===== config.mk =====
export PLATFORM = sky130hd
export DESIGN_NAME = mem_port_arbiter
export DESIGN_NICKNAME = d
export VERILOG_FILES = /design/src/rtl/riscv_mem_pkg.sv /design/src/rtl/mem_port_arbiter.sv
export SDC_FILE = /design/constraint.sdc
export NUM_CORES = 1
export LEC_CHECK = 0
export ABC_AREA = 0
export ABC_CLOCK_PERIOD_IN_PS = 3800
export BUFFER_PORTS_ARGS = -buffer_cell sky130_fd_sc_hd__buf_2
export CAP_MARGIN = 20
export CORE_AREA = 2 2 172 174
export CTS_CLUSTER_SIZE = 10
export DETAILED_ROUTE_END_ITERATION = 10
export DIE_AREA = 0 0 174 176
export PLACE_DENSITY = 0.35
export SLEW_MARGIN = 20
export SYNTH_ARGS = -nofsm -noshare
export SYNTH_HDL_FRONTEND = slang
export SYNTH_SLANG_ARGS = --single-unit

===== constraint.sdc =====
create_clock -name clk -period 3.8 [get_ports clk]
set_clock_uncertainty 0.05 [all_clocks]
set_input_delay 0.76 -clock clk [delete_from_list [all_inputs] [get_ports clk]]
set_output_delay 0.76 -clock clk [all_outputs]
set_load 0.01 [all_outputs]

===== src/rtl/riscv_mem_pkg.sv =====
// Shared types and default widths for the memory port arbiter.
package riscv_mem_pkg;

  localparam int ADDR_W_DEF = 32;
  localparam int DATA_W_DEF = 64;

  typedef enum logic [1:0] {IDLE, BUSY_I, BUSY_D} arb_state_t;
  typedef enum logic {SIDE_I, SIDE_D} arb_side_t;

endpackage


===== src/rtl/mem_port_arbiter.sv =====
// Shares one memory port between instruction fetch and load/store, one transaction in flight.
// Build option ARB_ROUND_ROBIN_EN: alternate winner on conflict (default: D side always wins).
module mem_port_arbiter
  import riscv_mem_pkg::*;
#(
  parameter int ADDR_W = ADDR_W_DEF,
  parameter int DATA_W = DATA_W_DEF
) (
  input  logic                clk,
  input  logic                resetn,
  input  logic                i_req,
  input  logic [ADDR_W-1:0]   i_addr,
  input  logic                i_flush,
  output logic                i_gnt,
  output logic                i_valid,
  output logic [DATA_W-1:0]   i_rdata,
  output logic                i_err,
  input  logic                d_req,
  input  logic                d_we,
  input  logic [ADDR_W-1:0]   d_addr,
  input  logic [DATA_W-1:0]   d_wdata,
  input  logic [DATA_W/8-1:0] d_wstrb,
  output logic                d_gnt,
  output logic                d_valid,
  output logic [DATA_W-1:0]   d_rdata,
  output logic                d_err,
  output logic                mem_req,
  output logic                mem_we,
  output logic [ADDR_W-1:0]   mem_addr,
  output logic [DATA_W-1:0]   mem_wdata,
  output logic [DATA_W/8-1:0] mem_wstrb,
  input  logic                mem_ready,
  input  logic                mem_valid,
  input  logic [DATA_W-1:0]   mem_rdata,
  input  logic                mem_err
);

  localparam int STRB_W = DATA_W / 8;

  arb_state_t state_q, state_d;
  logic       flush_pend_q, flush_pend_d;
  logic       win_d;

`ifdef ARB_ROUND_ROBIN_EN
  arb_side_t last_gnt_q, last_gnt_d;

  // On conflict the side not granted last wins; a lone requester always wins.
  assign win_d = d_req & (~i_req | (last_gnt_q == SIDE_I));

  always_ff @(posedge clk or negedge resetn) begin
    if (!resetn) last_gnt_q <= SIDE_I;
    else         last_gnt_q <= last_gnt_d;
  end

  always_comb begin
    last_gnt_d = last_gnt_q;
    if (state_q == IDLE && mem_req && mem_ready) last_gnt_d = win_d ? SIDE_D : SIDE_I;
  end
`else
  assign win_d = d_req;
`endif

  always_ff @(posedge clk or negedge resetn) begin
    if (!resetn) begin
      state_q      <= IDLE;
      flush_pend_q <= 1'b0;
    end else begin
      state_q      <= state_d;
      flush_pend_q <= flush_pend_d;
    end
  end

  always_comb begin
    state_d      = state_q;
    flush_pend_d = flush_pend_q;
    i_gnt        = 1'b0;
    i_valid      = 1'b0;
    i_rdata      = '0;
    i_err        = 1'b0;
    d_gnt        = 1'b0;
    d_valid      = 1'b0;
    d_rdata      = '0;
    d_err        = 1'b0;
    mem_req      = 1'b0;
    mem_we       = 1'b0;
    mem_addr     = '0;
    mem_wdata    = '0;
    mem_wstrb    = '0;

    case (state_q)
      IDLE: begin
        mem_req = i_req | d_req;
        if (win_d) begin
          mem_we    = d_we;
          mem_addr  = d_addr;
          mem_wdata = d_wdata;
          mem_wstrb = d_wstrb;
        end else begin
          mem_addr  = i_addr;
        end
        if (mem_req && mem_ready) begin
          if (win_d) begin
            d_gnt   = 1'b1;
            state_d = BUSY_D;
          end else begin
            i_gnt   = 1'b1;
            state_d = BUSY_I;
          end
        end
      end
      BUSY_I: begin
        if (mem_valid) begin
          state_d      = IDLE;
          flush_pend_d = 1'b0;
          // A flush pending or arriving with the response drops it.
          if (!flush_pend_q && !i_flush) begin
            i_valid = 1'b1;
            i_rdata = mem_rdata;
            i_err   = mem_err;
          end
        end else if (i_flush) begin
          flush_pend_d = 1'b1;
        end
      end
      BUSY_D: begin
        if (mem_valid) begin
          state_d = IDLE;
          d_valid = 1'b1;
          d_rdata = mem_rdata;
          d_err   = mem_err;
        end
      end
      default: state_d = IDLE;
    endcase

    if (!resetn) begin
      i_gnt     = 1'b0;
      i_valid   = 1'b0;
      i_rdata   = '0;
      i_err     = 1'b0;
      d_gnt     = 1'b0;
      d_valid   = 1'b0;
      d_rdata   = '0;
      d_err     = 1'b0;
      mem_req   = 1'b0;
      mem_we    = 1'b0;
      mem_addr  = '0;
      mem_wdata = '0;
      mem_wstrb = {STRB_W{1'b0}};
    end
  end

  // A response with nothing in flight is a memory-side protocol violation.
  a_no_idle_valid: assert property (@(posedge clk) disable iff (!resetn)
                                    !(state_q == IDLE && mem_valid));

endmodule


==> summary.md, run 1 <==
| Metric | Value |
|---|---|
| Status | completed |
| Peak supply drop | 0.00008707 V |
| Mapped Cells | 292 |
| Fmax achieved | 340.4 MHz |
| R2R Path Start | state_q[0] |
| GR Overflow Total | 0 |
| IO Port Bufs | 448 |
| Core area | 28,550 sq um |
| Total Neg Setup Slack | 0 ns |
| Largest net degree at the start of global routing | 40 |
| Crit path max fanout | 38 |
| Hold_ws | 0.2989 ns |
| Clock power share | 0.156 |
| Hold/Removal Path Class | primary input to asynchronous set/reset pin |
| Flop and latch count out of synthesis | 3 |
| Clock root buffer master | clkbuf_16 |
| Leak | 3.058 nW |
| RSZ-0062 raised after global routing | false |
| Area of the die | 30,620 sq um |
| Post-CTS Hold Buffers | 0 |
| # nets final | 940 |
| Register area share after synthesis | 0.03871 |
| Post_cts resized | 0 |
| Reg2Reg Depth | 5 |
| Starting Density | 0.06793 |
| Final WL | 17,770 um |
| Final Max Tran Viols | 0 |
| Worst-Skew Late Latency | 0.23 ns |
| Syn_nets | 504 |
| Max Cap Viol | 0 |
| Logic pwr share | 0.793 |
| Post-Syn Area per Cell | 6.642 sq um |
| Least-Margin Pin Slew | 0.5977 ns |
| Critical path data arrival time | 2.13 ns |
| Initial DRC Count | 65 |
| Maximum clock path buffer count | 2 |
| Layout cells sized above 1 | 0.6424 |
| Netlist cell types | 19 |
| Crit. End Element | output port |
| Internal reg-to-reg setup slack | 2.33 ns |
| Row count | 62 |
| Seq pwr share | 0.052 |
| Hpwl dp | 16,410 um |
| Pre-antenna DRT Iters | 4 |
| Crit path launch type | register |
| Pwr Density | 228.4 nW/um^2 |
| CTS Sinks | 3 |
| Final setup fails | 0 |
| Multi-input gate area | 1718 sq um |
| Post-CTS Setup Bufs | 0 |
| H-Tree Depth | 1 |
| Global-route wire length before repair | 24,010 um |
| Vias in the first global route | 3,560 |
| I/O pin cnt | 449 |
| GRT Total Usage | 0.1064 |
| DRC viols | 0 |
| Max-slew headroom | 0.6006 |
| Die X | 174 um |
| Req. time, crit path | 2.99 ns |
| Crit Reg-Reg Endpoint | state_q[0] |
| Worst-path clk slew | 0.03 ns |
| CTS buffer count | 3 |
| Fill count | 3,381 |
| Chip height | 176 um |
| Internal | 582.8 uW |
| TritonCTS clock tree | yes |
| Period utilization | 0.7731 |
| Wirelength per Cell | 15.98 um |
| Post-layout min period | 2.938 ns |
| Vias | 3,676 |
| Yosys warns | 0 |
| Vias/cell | 3.306 |
| Cell Area, Synth | 1939 sq um |
| Net Switching | 500.8 uW |
| Initial antenna violation count | 5 |
| DRT antenna net count | 0 |
| CP Class | register to output port |
| Switch share | 0.4622 |
| Area growth, synth to finish | 144.6% |
| Final GP Congestion | 0.7813 |
| Reg area | 75.07 sq um |
| Final Hold Viols | 0 |
cell usage in the layout (no fill, tap or decap):
cell / instances
a21oi_1: 3
dfrtp_1: 3
nor4b_1: 1
clkbuf_16: 3
o32ai_1: 1
nand4b_1: 1
nor2_2: 1
buf_4: 8
ha_1: 3
and3_2: 1
and2_1: 205
and3_4: 1
nor2_1: 2
nor2b_1: 1
clkbuf_1: 1
buf_12: 4
nand2_1: 3
diode_2: 1
inv_1: 2
buf_2: 448
nor2_4: 1
a22o_1: 33
o22ai_1: 1
critical path: stages (launching register included):
cell and delay [ns]:
dfrtp_1 0.39, inv_1 0.11, ha_1 0.25, and3_4 0.46, buf_4 0.32, and2_1 0.19
buf_2 0.14
power by group through the flow:
stage | clock [mW] | combinational [mW] | sequential [mW]
2_1_floorplan | 0 | 0.453 | 0.0533
3_5_place_dp | 0 | 0.885 | 0.0564
3_3_place_gp | 0 | 0.888 | 0.0555
6_report | 0.169 | 0.859 | 0.0560
5_1_grt | 0.175 | 0.944 | 0.0585
4_1_cts | 0.171 | 0.887 | 0.0560
area by class of cell:
type,count,share of cell area
Tap cell,384,0.1013
Clock buffer,4,0.01661
Sequential cell,3,0.01582
Timing Repair Buffer,460,0.5021
Antenna cell,1,0.0005274
Multi-Input combinational cell,258,0.3621
Inverter,2,0.001582
registers in the layout (all words and copies together) (netlist names):
signal / flops
flush_pend_q: 1
state_q: 2
per-layer routing:
layer,global-route usage,part of all wire,routed length [um],vias to the layer above
met5,0,0.0025,44,-
met1,0.1207,0.39,6906,1596
met4,0.01436,0.0061,108,6
met2,0.1969,0.50,8965,264
met3,0.03639,0.098,1748,12
li1,-,-,-,1798
how the worst max path moves through the flow:
stage | start | endpoint | slack (ns)
6_report | state_q[0] | mem_wdata[42] | 0.86
5_1_grt | state_q[1] | i_rdata[37] | 0.68
4_1_cts | resetn | i_rdata[59] | 0.78
3_5_place_dp | resetn | i_rdata[59] | 0.79
3_3_place_gp | resetn | i_rdata[55] | 0.84
2_1_floorplan | d_req | mem_addr[10] | 1.48
synthesized netlist by cell type:
master	number	share of area
inv_1	2	0.0039
buf_2	5	0.013
nor4b_1	1	0.0045
o32ai_1	1	0.0045
a22o_1	33	0.15
buf_4	1	0.0039
clkbuf_1	14	0.027
ha_1	3	0.019
o22ai_1	1	0.0032
nand4b_1	1	0.0045
a21oi_1	3	0.0077
dfrtp_1	3	0.039
nor2_1	4	0.0077
nor2b_1	1	0.0032
nand2_1	3	0.0058
and2_1	205	0.66
clkbuf_2	5	0.013
and3_1	2	0.0065
buf_6	4	0.023
logic make-up after synthesis:
logic type | after synthesis | share of synthesized area
DFF | 3 | 0.03871
AOI/OAI and AO/OA | 38 | 0.1645
and+or+nand+nor | 217 | 0.6935
adders and majority gates | 3 | 0.01936
buffers and inverters | 31 | 0.08387
stage by stage:
stage                     std cells    util  setup slack [ns]  power, mW  cell area, sq um
after floorplan                 292       -             1.483     0.5062              1939
after global placement         1107  0.1634            0.8430     0.9439              4663
after detailed placement       1107  0.1634            0.7911     0.9415              4663
after CTS                      1111  0.1661            0.7820      1.114              4742
after global routing           1111  0.1661            0.6757      1.177              4742
final                          1112  0.1662            0.8621      1.084              4745
Power figures use the tool's default switching activity.
==> run 2: changes to the inputs <==
--- a/config.mk
+++ b/config.mk
@@ -6,14 +6,14 @@
 export NUM_CORES = 1
 export LEC_CHECK = 0
 export ABC_AREA = 0
-export ABC_CLOCK_PERIOD_IN_PS = 3800
+export ABC_CLOCK_PERIOD_IN_PS = 2380
 export BUFFER_PORTS_ARGS = -buffer_cell sky130_fd_sc_hd__buf_2
 export CAP_MARGIN = 20
 export CORE_AREA = 2 2 172 174
 export CTS_CLUSTER_SIZE = 10
 export DETAILED_ROUTE_END_ITERATION = 10
 export DIE_AREA = 0 0 174 176
-export PLACE_DENSITY = 0.35
+export PLACE_DENSITY = 0.36
 export SLEW_MARGIN = 20
 export SYNTH_ARGS = -nofsm -noshare
 export SYNTH_HDL_FRONTEND = slang
==> constraint.sdc (replaced) <==
create_clock -name clk -period 2.38 [get_ports clk]
set_clock_uncertainty 0.05 [all_clocks]
set_input_delay 0.476 -clock clk [delete_from_list [all_inputs] [get_ports clk]]
set_output_delay 0.476 -clock clk [all_outputs]
set_load 0.01 [all_outputs]
==> summary.md, run 2 (same netlist as run 1, synthesis figures left out) <==
| Metric | Value |
|---|---|
| Chip height | 176 um |
| Vias | 3,683 |
| I/O pin cnt | 449 |
| Most frequent cells in the layout | buf_2, and2_1, a22o_1 |
| Maximum clock path buffer count | 2 |
| Final WL | 16,930 um |
| Vias/cell | 3.318 |
| TritonCTS clock tree | yes |
| Initial DRC Count | 86 |
| Logic pwr share | 0.797 |
| Global-route wire length before repair | 23,000 um |
| Least-Margin Pin Slew | 0.2486 ns |
| Final Max Tran Viols | 0 |
| Critical Path Slowest Stage Cell | dfrtp_1 |
| GRT Total Usage | 0.1007 |
| Pre-antenna DRT Iters | 4 |
| Period utilization | 0.9604 |
| Worst-path clk slew | 0.03 ns |
| Hold/Removal Path Class | primary input to asynchronous set/reset pin |
| DRC viols | 0 |
| Req. time, crit path | 1.85 ns |
| Initial antenna violation count | 10 |
| Largest net degree at the start of global routing | 67 |
| Post-layout min period | 2.286 ns |
| # nets final | 935 |
| Hold_ws | 0.02985 ns |
| Most common cell after layout, fill and taps aside | buf_2 |
| Pwr Density | 366.3 nW/um^2 |
| GR Overflow Total | 0 |
| Final setup fails | 0 |
| Final GP Congestion | 0.8534 |
| Worst-Skew Late Latency | 0.22 ns |
| Fin area | 4743 sq um |
| Area growth, synth to finish | 144.6% |
| Net Switching | 781.8 uW |
| Worst path top cell family by delay | buffers and inverters |
| RSZ-0062 raised after global routing | false |
| Crit path max fanout | 38 |
| Leak | 3.033 nW |
| Vias in the first global route | 3,532 |
| Status | completed |
| Seq pwr share | 0.051 |
| Max Cap Viol | 0 |
| Clock root buffer master | clkbuf_16 |
| Area after DPL | 4634 sq um |
| Switch share | 0.4500 |
| Internal | 955.7 uW |
| Reg2Reg Depth | 5 |
| Fmax achieved | 437.5 MHz |
| IO Port Bufs | 448 |
| Max reg flops | 2 |
| Core area | 28,550 sq um |
| Hpwl dp | 15,380 um |
| Worst-path cell chain | inv_1 > ha_2 > and3_4 > buf_12 > a22o_1 > buf_2 |
| Largest registers | state_q (2), flush_pend_q (1) |
| Critical path data arrival time | 1.76 ns |
| H-Tree Depth | 1 |
| Total Neg Setup Slack | 0 ns |
| Row count | 62 |
| Max incr delay on CP | 0.39 ns |
| Layout cells sized above 1 | 0.6440 |
| Area of the die | 30,620 sq um |
| CP Class | register to output port |
| CTS Sinks | 3 |
| Wirelength per Cell | 15.25 um |
| Clock power share | 0.151 |
| Starting Density | 0.06793 |
| Crit path launch type | register |
| Critical path depth | 6 |
| Crit. End Element | output port |
| Final Hold Viols | 0 |
| Peak supply drop | 0.0002222 V |
| Worst Path Buf+Inv | 3 |
| Top reg by flops | state_q |
| Max-slew headroom | 0.8319 |
| Die X | 174 um |
| DRT antenna net count | 0 |
| CTS buffer count | 3 |
## run 2: worst paths after layout
kind	from	end	slack (ns)
max	state_q[0]	mem_addr[22]	0.09
min	resetn	flush_pend_q	0.03
max reg2reg	state_q[0]	state_q[0]	0.88
min reg2reg	flush_pend_q	flush_pend_q	0.48
max in group asynchronous	resetn	state_q[1]	2.10
min in group clk	mem_valid	flush_pend_q	0.44
## run 2: worst register-to-register path, delay by kind of cell, from the launching register on
kind	cells	cell delay, ns
flops	1	0.37
compound gates	2	0.32
fa+ha+maj	1	0.31
simple gates	1	0.25
buf+inv	1	0.10
## run 2: final cells by class
class	count	area, sq um
sequential	3	75.07
clock buffer	4	78.83
multi-input combinational	258	1730
timing repair buffer	455	2361
tap	384	480.5
antenna	4	10.01
fill	3403	23800
inverter	2	7.507
## run 2: metal layers
metal  track usage  share of wire
met5             0         0.0020
met4       0.01646          0.018
met3       0.04285           0.12
met2        0.2019           0.53
met1       0.09591           0.33
## run 2: power groups by stage
stage               logic (mW)  registers [mW]  clock network (mW)
floorplan                0.723          0.0851                   0
global placement          1.40          0.0875                   0
detailed placement        1.39          0.0884                   0
CTS                       1.40          0.0887               0.269
global route              1.51          0.0932               0.278
finish                    1.39          0.0890               0.263
## run 2: metrics by stage
step                      std cells  setup WS, ns  utilization  power (mW)
after floorplan                 292        0.4256            -      0.8082
after global placement         1102        0.2790       0.1623       1.485
after detailed placement       1102        0.2830       0.1623       1.478
after CTS                      1106       0.01498       0.1651       1.753
after global routing           1108      0.005144       0.1660       1.882
final                          1110       0.09432       0.1662       1.737
## run 2: timing repair
action                     CTS  global route
setup endpoints to repair    0            76
resized for setup            0             6
setup buffers                0             0
hold buffers                 0             0
==> run 3: changes to the inputs <==
--- a/config.mk
+++ b/config.mk
@@ -6,14 +6,14 @@
 export NUM_CORES = 1
 export LEC_CHECK = 0
 export ABC_AREA = 0
-export ABC_CLOCK_PERIOD_IN_PS = 2380
+export ABC_CLOCK_PERIOD_IN_PS = 2300
 export BUFFER_PORTS_ARGS = -buffer_cell sky130_fd_sc_hd__buf_2
 export CAP_MARGIN = 20
-export CORE_AREA = 2 2 172 174
+export CORE_AREA = 2 2 174 176
 export CTS_CLUSTER_SIZE = 10
 export DETAILED_ROUTE_END_ITERATION = 10
-export DIE_AREA = 0 0 174 176
-export PLACE_DENSITY = 0.36
+export DIE_AREA = 0 0 176 178
+export PLACE_DENSITY = 0.35
 export SLEW_MARGIN = 20
 export SYNTH_ARGS = -nofsm -noshare
 export SYNTH_HDL_FRONTEND = slang
==> constraint.sdc (replaced) <==
create_clock -name clk -period 2.3 [get_ports clk]
set_clock_uncertainty 0.05 [all_clocks]
set_input_delay 0.46 -clock clk [delete_from_list [all_inputs] [get_ports clk]]
set_output_delay 0.46 -clock clk [all_outputs]
set_load 0.01 [all_outputs]
==> summary.md, run 3 (same netlist as run 1, synthesis figures left out) <==
| Metric | Value |
|---|---|
| Status | completed |
| Area after DPL | 4634 sq um |
| Maximum clock path buffer count | 2 |
| Most frequent cells in the layout | buf_2, and2_1, a22o_1 |
| Critical path data arrival time | 1.75 ns |
| Setup Slack @ Placement | 0.2095 ns |
| Area of the die | 31,330 sq um |
| CTS Sinks | 3 |
| GR Overflow Total | 0 |
| Req. time, crit path | 1.79 ns |
| Leak | 3.164 nW |
| Period utilization | 0.9809 |
| GRT Total Usage | 0.08331 |
| H-Tree Depth | 1 |
| Crit. End Element | output port |
| IO Port Bufs | 448 |
| Post-layout min period | 2.256 ns |
| Worst-Skew Late Latency | 0.22 ns |
| Crit path launch type | register |
| RSZ-0062 raised after global routing | true |
| Final GP Congestion | 0.7943 |
| Starting Density | 0.06596 |
| CTS buffer count | 3 |
| # nets final | 946 |
| Final Hold Viols | 0 |
| Post-CTS Hold Buffers | 0 |
| R2R Path Start | state_q[0] |
| Fmax achieved | 443.2 MHz |
| Worst Setup SP | state_q[1] |
| Total Neg Setup Slack | 0 ns |
| Largest registers | state_q (2), flush_pend_q (1) |
| Final WL | 16,480 um |
| Fin area | 5117 sq um |
| Hold_ws | 0.01477 ns |
| Peak supply drop | 0.0001773 V |
| Worst-path clk slew | 0.03 ns |
| Multi-input gate area | 1789 sq um |
| Fill count | 3,384 |
| Final setup fails | 0 |
| Vias | 3,731 |
| Clock root buffer master | clkbuf_16 |
| Final Max Tran Viols | 0 |
| Crit Reg-Reg Endpoint | state_q[0] |
| Largest net degree at the start of global routing | 67 |
| Reg2Reg Depth | 5 |
| Max reg flops | 2 |
| CP Class | register to output port |
| Max Cap Viol | 0 |
| Layout cells sized above 1 | 0.6767 |
| TritonCTS clock tree | yes |
| Die X | 176 um |
| Pwr Density | 370.5 nW/um^2 |
| Hold/Removal Path Class | primary input to asynchronous set/reset pin |
| DRC viols | 0 |
| Area growth, synth to finish | 163.9% |
| Max-slew headroom | 0.8109 |
| Wirelength per Cell | 14.65 um |
| Crit path max fanout | 17 |
| Global-route wire length before repair | 19,480 um |
| Row count | 63 |
| Initial DRC Count | 106 |
| DRT antenna net count | 0 |
| Chip height | 178 um |
| Slack of the critical path | 0.04385 ns |
| Pre-antenna DRT Iters | 4 |
| Vias in the first global route | 3,278 |
| Reg area | 76.32 sq um |
| I/O pin cnt | 449 |
| Most common cell after layout, fill and taps aside | buf_2 |
| Internal reg-to-reg setup slack | 0.85 ns |
| Core area | 29,400 sq um |
| Hpwl dp | 13,310 um |
| Top reg by flops | state_q |
| Initial antenna violation count | 5 |
| Least-Margin Pin Slew | 0.2797 ns |
| Vias/cell | 3.316 |
| Worst Setup EP | i_rdata[35] |
==> run 3: cell count changes in the layout (fill, tap and decap cells not counted), moves of 3 or more <==
cell / delta
and2_1: -17
and2_4: +17
buf_2: -17
buf_6: +17
clkbuf_16: +4
buf_4: +3
==> run 3: what timing repair did <==
action                     CTS  global route
gates cloned                 1             7
setup endpoints to repair   32            93
setup buffers                2             2
pin swaps                    1            14
resized for setup            7            40
==> run 3: worst min-delay path by stage <==
| stage | endpoint | slack, ns |
|---|---|---|
| floorplan | flush_pend_q | 0.11 |
| global placement | flush_pend_q | 0.24 |
| detailed placement | state_q[0] | 0.24 |
| CTS | state_q[0] | 0.02 |
| global route | flush_pend_q | 0.03 |
| finish | flush_pend_q | 0.01 |
==> run 3: report_power, final <==
group,switching [mW],internal [mW]
clock network,0.0466,0.229
logic,0.763,0.759
registers,0.0202,0.0788
total,0.830,1.07
==> run 3: critical path, cell delays in order, from the launching register on <==
cell and delay [ns]:
dfrtp_1 0.38, inv_2 0.10, ha_4 0.14, nand4b_1 0.14
nor2_4 0.16, buf_12 0.16, buf_8 0.17, and2_1 0.14
buf_2 0.12
==> run 3: final cells by class <==
type | count | area share
multi-input cells | 258 | 0.3496
flip-flops and latches | 3 | 0.01491
clock buffers | 4 | 0.01540
well taps | 390 | 0.09535
diodes | 2 | 0.0009780
repair buffers | 466 | 0.5222
inverters | 2 | 0.001467
==> run 3: per-layer routing <==
metal | track usage | vias to the layer above | share of wire
met5 | 0 | - | 0.0018
met2 | 0.1613 | 280 | 0.52
li1 | - | 1819 | -
met4 | 0.01584 | 4 | 0.015
met1 | 0.08958 | 1608 | 0.36
met3 | 0.02451 | 20 | 0.10
==> run 3: metrics by stage <==
step                total power, mW  utilization  instances
CTS                           1.866       0.1627       1114
global route                  2.049       0.1739       1123
global placement              1.512       0.1576       1107
floorplan                    0.8363            -        292
detailed placement            1.500       0.1576       1107
finish                        1.896       0.1741       1125
